**src/rtl/eth_fcs_tx_ctrl.sv**
```systemverilog
// Ethernet transmit FCS sequencer: passes frame bytes, zero-pads short frames
// to MIN_FRAME bytes and appends the 4-byte CRC-32 FCS, least-significant first.
// Also contains the 8-bit-per-cycle CRC-32 engine that the sequencer drives.

module eth_fcs_crc32_d8 (
    input  logic        clk_i,
    input  logic        arst_n_i,
    input  logic        clr_i,
    input  logic        en_i,
    input  logic [7:0]  d_i,
    output logic [31:0] crc_o
);
    localparam logic [31:0] POLY = 32'h04C11DB7;

    logic [31:0] crc_q, crc_d;

    // One byte of MSB-first polynomial division, d_i[7] enters first
    always_comb begin
        crc_d = crc_q;
        for (int i = 7; i >= 0; i--) begin
            if (crc_d[31] ^ d_i[i]) crc_d = (crc_d << 1) ^ POLY;
            else                    crc_d = crc_d << 1;
        end
    end

    // CRC register: clear reseeds to all-ones and outranks enable
    always_ff @(posedge clk_i or negedge arst_n_i) begin
        if (!arst_n_i)  crc_q <= '1;
        else if (clr_i) crc_q <= '1;
        else if (en_i)  crc_q <= crc_d;
    end

    assign crc_o = crc_q;
endmodule

module eth_fcs_tx_ctrl #(
    parameter int MIN_FRAME = 60,   // 0 disables padding
    parameter int CNT_W     = 16    // kept below 31 so the count fits an int compare
) (
    input  logic             CLK,
    input  logic             RST,
    input  logic [7:0]       s_data,
    input  logic             s_valid,
    input  logic             s_last,
    output logic             s_ready,
    output logic [7:0]       m_data,
    output logic             m_valid,
    output logic             m_last,
    input  logic             m_ready,
    output logic [CNT_W-1:0] frames_sent,
    output logic             busy
);
    typedef enum logic [1:0] {ST_DATA, ST_PAD, ST_FCS} state_e;

    state_e           state_q, state_d;
    logic [CNT_W-1:0] cnt_q, cnt_d;
    logic [1:0]       idx_q, idx_d;
    logic [CNT_W-1:0] frames_q, frames_d;

    logic             crc_en, crc_clr;
    logic [7:0]       crc_byte;
    logic [31:0]      crc, fcs;
    logic [CNT_W-1:0] cnt_sat;
    logic             reach_min;

    function automatic logic [7:0] rev8(input logic [7:0] x);
        logic [7:0] r;
        for (int i = 0; i < 8; i++) r[i] = x[7-i];
        return r;
    endfunction

    function automatic logic [31:0] rev32(input logic [31:0] x);
        logic [31:0] r;
        for (int i = 0; i < 32; i++) r[i] = x[31-i];
        return r;
    endfunction

    // Async reset of the engine is unused; every reseed goes through clear
    eth_fcs_crc32_d8 u_crc (
        .clk_i    (CLK),
        .arst_n_i (1'b1),
        .clr_i    (RST | crc_clr),
        .en_i     (crc_en & ~RST),
        .d_i      (rev8(crc_byte)),
        .crc_o    (crc)
    );

    assign fcs     = ~rev32(crc);
    assign cnt_sat = (&cnt_q) ? cnt_q : cnt_q + 1'b1;
    // Signed compare keeps MIN_FRAME = 0 from collapsing to a constant test
    assign reach_min = (int'(cnt_q) + 1) >= MIN_FRAME;
    assign busy        = (state_q != ST_DATA) || (cnt_q != '0);
    assign frames_sent = frames_q;

    // Next-state and output decode; RST blanks both handshake sides
    always_comb begin
        state_d  = state_q;
        cnt_d    = cnt_q;
        idx_d    = idx_q;
        frames_d = frames_q;
        crc_en   = 1'b0;
        crc_clr  = 1'b0;
        crc_byte = 8'h00;
        s_ready  = 1'b0;
        m_valid  = 1'b0;
        m_last   = 1'b0;
        m_data   = 8'h00;
        case (state_q)
            ST_DATA: begin
                m_data   = s_data;
                m_valid  = s_valid;
                s_ready  = m_ready;
                crc_byte = s_data;
                if (s_valid && m_ready) begin
                    crc_en = 1'b1;
                    cnt_d  = cnt_sat;
                    if (s_last) state_d = reach_min ? ST_FCS : ST_PAD;
                end
            end
            ST_PAD: begin
                m_valid = 1'b1;
                if (m_ready) begin
                    crc_en = 1'b1;
                    cnt_d  = cnt_sat;
                    if (reach_min) state_d = ST_FCS;
                end
            end
            ST_FCS: begin
                m_valid = 1'b1;
                m_data  = fcs[{idx_q, 3'b000} +: 8];
                m_last  = (idx_q == 2'd3);
                if (m_ready) begin
                    idx_d = idx_q + 2'd1;
                    if (idx_q == 2'd3) begin
                        crc_clr  = 1'b1;
                        cnt_d    = '0;
                        idx_d    = '0;
                        frames_d = frames_q + 1'b1;
                        state_d  = ST_DATA;
                    end
                end
            end
            default: state_d = ST_DATA;
        endcase
        if (RST) begin
            s_ready = 1'b0;
            m_valid = 1'b0;
            m_last  = 1'b0;
            m_data  = 8'h00;
        end
    end

    // State, counters and FCS index registers
    always_ff @(posedge CLK) begin
        if (RST) begin
            state_q  <= ST_DATA;
            cnt_q    <= '0;
            idx_q    <= '0;
            frames_q <= '0;
        end else begin
            state_q  <= state_d;
            cnt_q    <= cnt_d;
            idx_q    <= idx_d;
            frames_q <= frames_d;
        end
    end
endmodule

```
**config.mk**
```make
export PLATFORM = sky130hd
export DESIGN_NAME = eth_fcs_tx_ctrl
export DESIGN_NICKNAME = d
export VERILOG_FILES = /design/src/rtl/eth_fcs_tx_ctrl.sv
export SDC_FILE = /design/constraint.sdc
export NUM_CORES = 1
export LEC_CHECK = 0
export CORE_MARGIN = 10
export CORE_UTILIZATION = 45
export DETAILED_ROUTE_END_ITERATION = 8
export PLACE_DENSITY_LB_ADDON = 0.25
export REMOVE_ABC_BUFFERS = 1
export SKIP_LAST_GASP = 1
export SLEW_MARGIN = 15
export SYNTH_ARGS = -nofsm -noshare
export SYNTH_HDL_FRONTEND = slang
export SYNTH_SLANG_ARGS = --single-unit
```
**constraint.sdc**
```tcl
create_clock -name CLK -period 2.65 [get_ports CLK]
set_input_delay 0.265 -clock CLK [delete_from_list [all_inputs] [get_ports CLK]]
set_output_delay 0.265 -clock CLK [all_outputs]
set_load 0.01 [all_outputs]
```
### Word level (Yosys, flattened, before mapping)

Index checks and enable logic that the tools add are counted.

| operators by class | value |
|---|---|
| $lt $le $gt $ge | 1 |
| muxes and demuxes | 38 |
| add/sub/neg operators | 4 |
| reductions and logical operators | 12 |
| shifts and indexed selects | 1 |
| bitwise operators | 20 |
| equal/unequal tests | 9 |

Operators with widths:

| kind | count |
|---|---|
| $mux W27 | 8 |
| $not A14 Y14 | 8 |
| $mux W16 | 5 |
| $pmux W16 S3 | 1 |
| $add A16 B1 Y16 const B | 2 |
| $not A32 Y32 | 1 |
| $shiftx A32 B6 Y8 | 1 |
| $add A16 B1 Y17 const B | 1 |
| $ge A17 B6 Y1 const B | 1 |
| $mux W2 | 8 |
| $mux W8 | 2 |
| $pmux W8 S2 | 1 |
| $reduce_and A16 Y1 | 1 |
| $reduce_bool A16 Y1 | 1 |
| $ne A2 B2 Y1 const B | 6 |
| $mux W1 | 10 |
| $xor A1 B1 Y1 | 8 |
| $pmux W2 S3 | 1 |
| $reduce_and A6 Y1 | 1 |
| $reduce_and A5 Y1 | 1 |
| $eq A2 B2 Y1 const B | 2 |
| $pmux W1 S2 | 2 |
| $reduce_and A3 Y1 | 1 |
| $reduce_bool A3 Y1 | 1 |
| 11 further kinds | 11 |

| word-level totals | value |
|---|---|
| register bits | 68 |
| logic and storage cells | 90 |
| bits of input ports | 13 |
| output and inout port bits | 28 |

### Logic depth before layout (Yosys ltp)

Gate-level depths: netlist of the first run.

| logic depth | value |
|---|---|
| depth after elaboration | 18 |
| mapped depth | 11 |
| depth with buffers taken out | 8 |

### Modules after synthesis

A second synthesis of the first run with hierarchy kept.

| unflattened totals | value |
|---|---|
| cells, all modules | 506 |
| area total of the unflattened synthesis | 4700.8 sq um |

Modules (own cells, without submodules):

| module | sequential area each (sq um) | cells an instance | times used | area an instance (sq um) |
|---|---|---|---|---|
| eth_fcs_tx_ctrl | 720.7 | 319 | 1 | 2542.4 |
| eth_fcs_crc32_d8 | 840.8 | 187 | 1 | 2158.3 |

### Worst setup path before layout of the first run

OpenSTA, ideal clock, no wires.

| timing | value |
|---|---|
| kind | reg-to-reg |
| start point | register state_q[0] |
| end point | register cnt_q[5] |
| clock period less this slack | 2.271 ns |
| stages on the path, launching flop included | 12 |
| setup slack | 0.379 ns |
| arrival time | 2.201 ns |
| library setup time | 0.070 ns |
| cell sequence | dfxtp_1 inv_1 ha_1 buf_2 buf_6 a21boi_0 nor3_1 o311ai_1 clkbuf_1 nor2_1 nand4b_1 a21oi_1 |

| between the ends | value |
|---|---|
| longest elaborated chain between the ends | 3 |

RTL lines:

| item | RTL line | RTL |
|---|---|---|
| start, declared | 55 | `state_e state_q, state_d;` |
| start signal, assigned | 161 | `state_q <= state_d;` |
| $eq A2 B2 Y1 (tied with other cells) | 108 | `case (state_q)` |
| $ne A2 B2 Y1 (no source line) / $reduce_bool A3 Y1 (equally long branches) | -- |  |
| $reduce_and A5 Y1 (no source line) | -- |  |
| end signal, assigned | 162 | `cnt_q <= cnt_d;` |
| end, declared | 56 | `logic [CNT_W-1:0] cnt_q, cnt_d;` |

Several ways; a longest one is shown, not always the timed one.
A chain may end at the register's enable or synchronous reset.

### Final worst setup path of the first run

| timing | value |
|---|---|
| start point | register idx_q[0] |
| end point | output m_data[0] |

| between the ends | value |
|---|---|
| longest elaborated chain between the ends | 3 |

RTL lines:

| item | RTL line | RTL |
|---|---|---|
| start, declared | 57 | `logic [1:0] idx_q, idx_d;` |
| start signal, assigned | 163 | `idx_q <= idx_d;` |
| $shiftx A32 B6 Y8 | 130 | `m_data = fcs[{idx_q, 3'b000} +: 8];` |
| $pmux W8 S2 | 108 |  |
| $mux W8 | 145 | `if (RST) begin` |
| end, declared | 46 | `output logic [7:0] m_data,` |

No other way between the ends.

==> results of run 1 <==
## power groups by stage
stage | logic, W | registers [W] | clock network, W
floorplan | 0.000811 | 0.00115 | 0
global placement | 0.00114 | 0.00116 | 0
detailed placement | 0.00115 | 0.00116 | 0
CTS | 0.00116 | 0.00114 | 0.00103
global route | 0.00127 | 0.00115 | 0.00107
finish | 0.00116 | 0.00114 | 0.00101
## worst max-delay path, cell delays in order (launching register included)
cell and delay [ns]:
sky130_fd_sc_hd__dfxtp_1 0.33, sky130_fd_sc_hd__buf_6 0.19, sky130_fd_sc_hd__mux4_2 0.51, sky130_fd_sc_hd__nand2b_1 0.17, sky130_fd_sc_hd__a21oi_1 0.17, sky130_fd_sc_hd__clkdlybuf4s50_1 0.57
## layout make-up
type                            instances  area [sq um]
Timing Repair Buffer                   70           629
Fill cell                             855          4060
Multi-Input combinational cell        390          2770
Tap cell                              129           161
Clock buffer                           13           169
Inverter                                8          30.0
Sequential cell                        68          1360
Clock inverter                          3          67.6
## per-layer routing
metal	share of wire	global-route usage
met1	0.43	0.186
met2	0.51	0.273
met3	0.043	0.0345
met4	0.019	0.0526
met5	0	0
## logic make-up after synthesis
kind of cell / after synthesis
AOI/OAI and AO/OA: 113
muxes: 10
DFF: 68
adders and majority gates: 8
buffers and inverters: 42
xor gates and xnor gates: 88
and+or+nand+nor: 171
## cells in the final DEF, fill, tap and decap left out, drive strengths merged, types with 2 or more instances in the layout
master / count
o21ai: 28
nand4b: 2
nand4: 13
nor4: 2
clkbuf: 13
or3: 8
a21boi: 3
nor3: 11
and3: 8
bufinv: 2
xnor2: 43
xor2: 43
and4: 5
dfxtp: 68
nand2: 39
ha: 8
inv: 8
buf: 31
xnor3: 2
nand3b: 7
a21oi: 49
mux4: 8
a31oi: 4
nand3: 13
nor2: 40
nand2b: 9
clkdlybuf4s50: 37
nor2b: 4
dlymetal6s2s: 2
or4: 3
or2: 3
and2: 2
o211ai: 18
## sequential cells by signal, summed over array words and instances, names as in the netlist
register,flops
u_crc.crc_o,32
cnt_q,16
frames_sent,16
idx_q,2
state_q,2
## stage by stage
step | setup TNS, ns | worst slack [ns] | total power, W
2_1_floorplan | -2.38 | -0.331 | 0.00196
3_3_place_gp | 0 | 0.181 | 0.00230
3_5_place_dp | 0 | 0.0268 | 0.00231
4_1_cts | -0.00214 | -0.00214 | 0.00333
5_1_grt | 0 | 0.00124 | 0.00349
6_report | 0 | 0.104 | 0.00331
## how the worst max path moves through the flow
stage / endpoint / slack (ns) / cells after the start
floorplan: u_crc.crc_o[7] / -0.33 / 7
global placement: u_crc.crc_o[12] / 0.18 / 8
CTS: u_crc.crc_o[7] / -0.002 / 8
finish: m_data[0] / 0.10 / 5
detailed placement: u_crc.crc_o[7] / 0.03 / 8
global route: u_crc.crc_o[7] / 0.001 / 8
==> qor.txt, run 1 <==
=====================================================================================================
Routed wirelength normalized by instance count .........................................      16.1 um
Share of total power in combinational logic ............................................        0.349
Htree depth ............................................................................            3
Worst ir drop on vdd ...................................................................       527 uV
Run status ............................................................................. finished, final reports clean
DRT Pass-1 Iters .......................................................................            4
Part of the total power dissipated in the clock network ................................        0.306
Overall die height .....................................................................       118 um
Clock latency on the worst-skew pair ...................................................      0.35 ns
Count of buffers inserted at the top-level ports .......................................           40
Relative area change from synthesis to final layout ....................................        21.0%
Post-DRT Antenna Nets ..................................................................            0
Endpoint with the worst hold slack ..................................................... frames_sent[12]
Post-synth EDFFs .......................................................................            0
Placed instance count ..................................................................          665
Post-route fraction of the period consumed by the critical path ........................        0.961
Routed Wire Length .....................................................................     10900 um
Net count of the finished layout .......................................................          568
Max-capacitance violation count ........................................................            0
Top cell types by occurrence after synthesis ........................................... 68 x sky130_fd_sc_hd__dfxtp_1, 49 x sky130_fd_sc_hd__a21oi_1, 40 x sky130_fd_sc_hd__nor2_1
Overall fraction of global-route tracks in use .........................................        0.157
Proportion of total power due to net switching .........................................        0.317
Post-cts gate resize count .............................................................            1
Async set-reset flop share out of synthesis ............................................            0
CP max FO ..............................................................................           10
Number of global-route vias before repair ..............................................         3596
Critical path launch point type ........................................................    flip-flop
First-pass GRT wire length .............................................................     18200 um
Slew at the pin with the worst max-slew slack ..........................................     0.560 ns
Deepest clock path buffer count ........................................................            2
Beginning of the critical path .........................................................     idx_q[0]
GP Congestion ..........................................................................        0.872
Clock buffer count from CTS ............................................................            9
Multiplexer fraction of the synthesized cell area ......................................       0.0479
Yosys warns ............................................................................            0
Biggest area consumer among synthesized cells .......................................... sky130_fd_sc_hd__dfxtp_1
Critical path data arrival time ........................................................      2.28 ns
Largest net degree at the start of global routing ......................................           54
Routed vias/inst .......................................................................         5.44
Flops & latches, synth .................................................................           68
Sequential area share after synthesis ..................................................        0.318
Time the final worst path needs with I/O delays and setup ..............................      2.55 ns
Syn Std Cell Area ......................................................................   4280 sq um
Compound-cell area share of the yosys netlist ..........................................        0.155
Path depth of the worst reg2reg path ...................................................            7
Maximum frequency from static timing analysis ..........................................      393 MHz
Total non-filler cell area in the finished layout ......................................   5180 sq um
Post-detailed-placement half-perimeter wirelength ......................................      8000 um
Leading register cell type out of synthesis ............................................ sky130_fd_sc_hd__dfxtp_1
Clock root cell ........................................................................ sky130_fd_sc_hd__clkbuf_8
I/O pins ...............................................................................           41
Worst Path Class, Setup ................................................................   reg -> out
Starting utilization of the core area ..................................................        0.464
Switching power of the nets ............................................................    0.00105 W
Reg2reg start ..........................................................................     cnt_q[0]
Reg2reg setup slack ....................................................................      0.20 ns
Setup Buffers After CTS ................................................................            0
Total count of max-transition violations in the final report ...........................            0
Number of antenna violations at the first check in global routing ......................            0
Cell row count .........................................................................           35
Flop pwr share .........................................................................        0.344
Total clock sinks ......................................................................           68
GR Overflow Total ......................................................................            0
Instance area after placement ..........................................................   4920 sq um
Die width ..............................................................................       118 um
Cells taking the most area after synthesis ............................................. sky130_fd_sc_hd__dfxtp_1 32%, sky130_fd_sc_hd__xnor2_1 8.0%, sky130_fd_sc_hd__xor2_1 7.8%
Number of stages on the worst hold path ................................................            2
Antenna Diode Count ....................................................................            0
Leakage power of the design ............................................................      1.93 nW
Top cell type's share of synthesized area ..............................................        0.318
P per Cell Area ........................................................................  639 nW/um^2
Data required time of the worst path ...................................................      2.38 ns
Count of different cell masters after synthesis ........................................           55
Clock Pin Slew Worst Setup and Hold Paths ..............................................      0.07 ns
Number of hold-repair buffers added at the cts stage ...................................            0
Die outline area .......................................................................  13800 sq um
Unrepaired setup endpoints after global routing ........................................        false
Hold Startpoint ........................................................................          RST
Endpoint of the worst-slack reg-to-reg timing path .....................................   state_q[1]
First-iteration detailed-routing DRC count .............................................          372
Number of standard cells in the final layout excluding fillers .........................          681
Clock tree from TritonCTS ..............................................................          yes
Nature of the critical path endpoint ...................................................   output pin
Post-synthesis share of cell area spent on full adders, half adders and majority gates .       0.0234
Post-synthesis area per instance .......................................................   8.57 sq um
Internal cell power ....................................................................    0.00226 W
Layout Skew ............................................................................    0.0134 ns
Drc violations .........................................................................            0
Synthesized instance count .............................................................          500
Count of endpoints failing hold in the final timing report .............................            0
Main combinational cell family by area after synthesis ................................. simple AND/OR/NAND/NOR gates
Hold crit path type ....................................................................    in -> reg
Tightest slew margin relative to the limit .............................................        0.626
Via count ..............................................................................         3708
Top-count cell post-synth .............................................................. sky130_fd_sc_hd__dfxtp_1
Simple-gate portion of the synthesized area ............................................        0.209
Core Area ..............................................................................   9240 sq um
Fraction of layout cells with a size suffix above 1 ....................................        0.134
Share of the synthesized netlist area taken by xor and xnor gates ......................        0.202
Minimum hold slack .....................................................................     0.343 ns
Final standard cell utilization of the core ............................................        0.561
Endpoints failing setup ................................................................            0
=====================================================================================================
No activity file was read; power rests on OpenSTA's default activity.
==> run 2, diff against run 1 <==
--- a/config.mk
+++ b/config.mk
@@ -8,6 +8,7 @@
 export CORE_MARGIN = 10
 export CORE_UTILIZATION = 45
 export DETAILED_ROUTE_END_ITERATION = 8
+export HOLD_SLACK_MARGIN = 0.08
 export PLACE_DENSITY_LB_ADDON = 0.25
 export REMOVE_ABC_BUFFERS = 1
 export SKIP_LAST_GASP = 1
@@ -15,3 +16,4 @@
 export SYNTH_ARGS = -nofsm -noshare
 export SYNTH_HDL_FRONTEND = slang
 export SYNTH_SLANG_ARGS = --single-unit
+export TNS_END_PERCENT = 5
==> qor.txt, run 2 (synthesized netlist as in run 1, its figures left out) <==
================================================================================
Run status ........................................................ finished, final reports clean
CP max FO .........................................................           10
Number of antenna violations at the first check in global routing .            0
Post-route fraction of the period consumed by the critical path ...        0.971
Total count of max-transition violations in the final report ......            0
Internal cell power ...............................................    0.00226 W
Endpoint of the worst-slack reg-to-reg timing path ................    cnt_q[15]
Worst setup margin ................................................    0.0776 ns
Tightest slew margin relative to the limit ........................        0.624
Die outline area ..................................................  13800 sq um
Slowest cell on crit path ......................................... sky130_fd_sc_hd__clkdlybuf4s50_1
Count of buffers inserted at the top-level ports ..................           40
Maximum frequency from static timing analysis .....................      389 MHz
Net count of the finished layout ..................................          568
Worst Path Class, Setup ...........................................   reg -> out
Reg2reg start .....................................................   state_q[0]
Minimum hold slack ................................................     0.358 ns
Antenna Diode Count ...............................................            0
Total clock sinks .................................................           68
GR Overflow Total .................................................            0
Critical Path Max Stage Delay .....................................      0.58 ns
Post-DRT Antenna Nets .............................................            0
Share of total power in combinational logic .......................        0.349
Core Area .........................................................   9240 sq um
Max-capacitance violation count ...................................            0
Family with the most delay on the worst path ...................... buffers and inverters
Overall fraction of global-route tracks in use ....................        0.157
I/O pins ..........................................................           41
DRT Pass-1 Iters ..................................................            5
Die width .........................................................       118 um
Most common cell after layout, fill and taps aside ................ sky130_fd_sc_hd__dfxtp_1
Worst ir drop on vdd ..............................................       529 uV
P per Cell Area ...................................................  641 nW/um^2
Deepest clock path buffer count ...................................            2
Hold Startpoint ...................................................          RST
Critical path launch point type ...................................    flip-flop
Clock buffer count from CTS .......................................            9
Relative area change from synthesis to final layout ...............        20.7%
GP Congestion .....................................................        0.872
Reg2reg setup slack ...............................................      0.18 ns
First-iteration detailed-routing DRC count ........................          312
Proportion of total power due to net switching ....................        0.317
Placement Setup Slack .............................................    0.0268 ns
Combined buffer and inverter count along the critical path ........            2
Leakage power of the design .......................................      1.90 nW
Slew at the pin with the worst max-slew slack .....................     0.563 ns
Cell row count ....................................................           35
Part of the total power dissipated in the clock network ...........        0.306
Endpoint with the worst hold slack ................................ frames_sent[12]
Clock tree from TritonCTS .........................................          yes
Total non-filler cell area in the finished layout .................   5170 sq um
Fraction of layout cells with a size suffix above 1 ...............        0.130
Routed wirelength normalized by instance count ....................      16.1 um
Unrepaired setup endpoints after global routing ...................         true
Overall die height ................................................       118 um
Largest net degree at the start of global routing .................           54
First-pass GRT wire length ........................................     18200 um
Critical path cell sequence ....................................... buf_6, mux4_2, nand2b_1, a21oi_1, clkdlybuf4s50_1
Time the final worst path needs with I/O delays and setup .........      2.57 ns
Routed vias/inst ..................................................         5.42
Placed instance count .............................................          665
Via count .........................................................         3694
Critical path data arrival time ...................................      2.31 ns
Sum of negative setup slack .......................................         0 ns
Clock root cell ................................................... sky130_fd_sc_hd__clkbuf_8
Number of stages on the worst hold path ...........................            2
Number of standard cells in the final layout excluding fillers ....          681
Switching power of the nets .......................................    0.00105 W
Instance area after placement .....................................   4920 sq um
Clock Pin Slew Worst Setup and Hold Paths .........................      0.07 ns
Htree depth .......................................................            3
Endpoints failing setup ...........................................            0
Hold crit path type ...............................................    in -> reg
Largest register FFs ..............................................           32
Commonest cells after routing, fill and taps aside ................ 68 x sky130_fd_sc_hd__dfxtp_1, 49 x sky130_fd_sc_hd__a21oi_1, 40 x sky130_fd_sc_hd__nor2_1, 39 x sky130_fd_sc_hd__xnor2_1, 39 x sky130_fd_sc_hd__clkdlybuf4s50_1
Post-detailed-placement half-perimeter wirelength .................      8000 um
Routed Wire Length ................................................     11000 um
Clock latency on the worst-skew pair ..............................      0.36 ns
Nature of the critical path endpoint ..............................   output pin
Drc violations ....................................................            0
Layout Skew .......................................................    0.0142 ns
Flop pwr share ....................................................        0.345
Data required time of the worst path ..............................      2.38 ns
Number of hold-repair buffers added at the cts stage ..............            0
Count of endpoints failing hold in the final timing report ........            0
Starting utilization of the core area .............................        0.464
Path depth of the worst reg2reg path ..............................            8
Number of global-route vias before repair .........................         3596
================================================================================
[run 2: worst max path at each step]
stage               depth (start not counted)               to  startpoint
floorplan                                   7   u_crc.crc_o[7]  state_q[0]
global placement                            8  u_crc.crc_o[12]  state_q[0]
detailed placement                          8   u_crc.crc_o[7]  state_q[0]
CTS                                         8   u_crc.crc_o[7]  state_q[0]
global route                                8        cnt_q[15]  state_q[0]
finish                                      5        m_data[7]    idx_q[0]
[run 2: what timing repair did]
action	CTS	global route
setup endpoints to repair	2	31
gates resized for setup	1	2
gates cloned	0	0
pin swaps	0	0
buffers inserted	0	0
[run 2: power groups by stage]
| stage | clock network [W] | registers (W) | logic, W |
|---|---|---|---|
| finish | 0.00101 | 0.00114 | 0.00116 |
| global route | 0.00107 | 0.00115 | 0.00127 |
| CTS | 0.00103 | 0.00114 | 0.00116 |
| detailed placement | 0 | 0.00116 | 0.00115 |
| floorplan | 0 | 0.00115 | 0.000811 |
| global placement | 0 | 0.00116 | 0.00114 |
[run 2: through the flow]
stage | power, W | utilization
floorplan | 0.00196 | -
global placement | 0.00230 | 0.532
detailed placement | 0.00231 | 0.532
CTS | 0.00333 | 0.558
global route | 0.00349 | 0.560
finish | 0.00331 | 0.560
[run 2: cell type report]
cell class / count / area [sq um]
clock buffer: 13 / 169
tap: 129 / 161
fill: 858 / 4070
clock inverter: 3 / 67.6
inverter: 8 / 30.0
sequential: 68 / 1360
multi-input combinational: 390 / 2760
timing repair buffer: 70 / 624
[run 2: metal layers]
| metal | GRT usage | share of wire |
|---|---|---|
| met1 | 0.186 | 0.44 |
| met3 | 0.0345 | 0.037 |
| met2 | 0.273 | 0.51 |
| met5 | 0 | 0 |
| met4 | 0.0526 | 0.018 |
[run 2: worst reg2reg max path: stages (launching register included)]
cell and delay, ns:
sky130_fd_sc_hd__dfxtp_1 0.43, sky130_fd_sc_hd__inv_1 0.10, sky130_fd_sc_hd__ha_2 0.29, sky130_fd_sc_hd__a21boi_0 0.18, sky130_fd_sc_hd__nor3_1 0.40, sky130_fd_sc_hd__o311ai_2 0.18, sky130_fd_sc_hd__or2_1 0.33, sky130_fd_sc_hd__or3_1 0.37
sky130_fd_sc_hd__a21oi_1 0.14
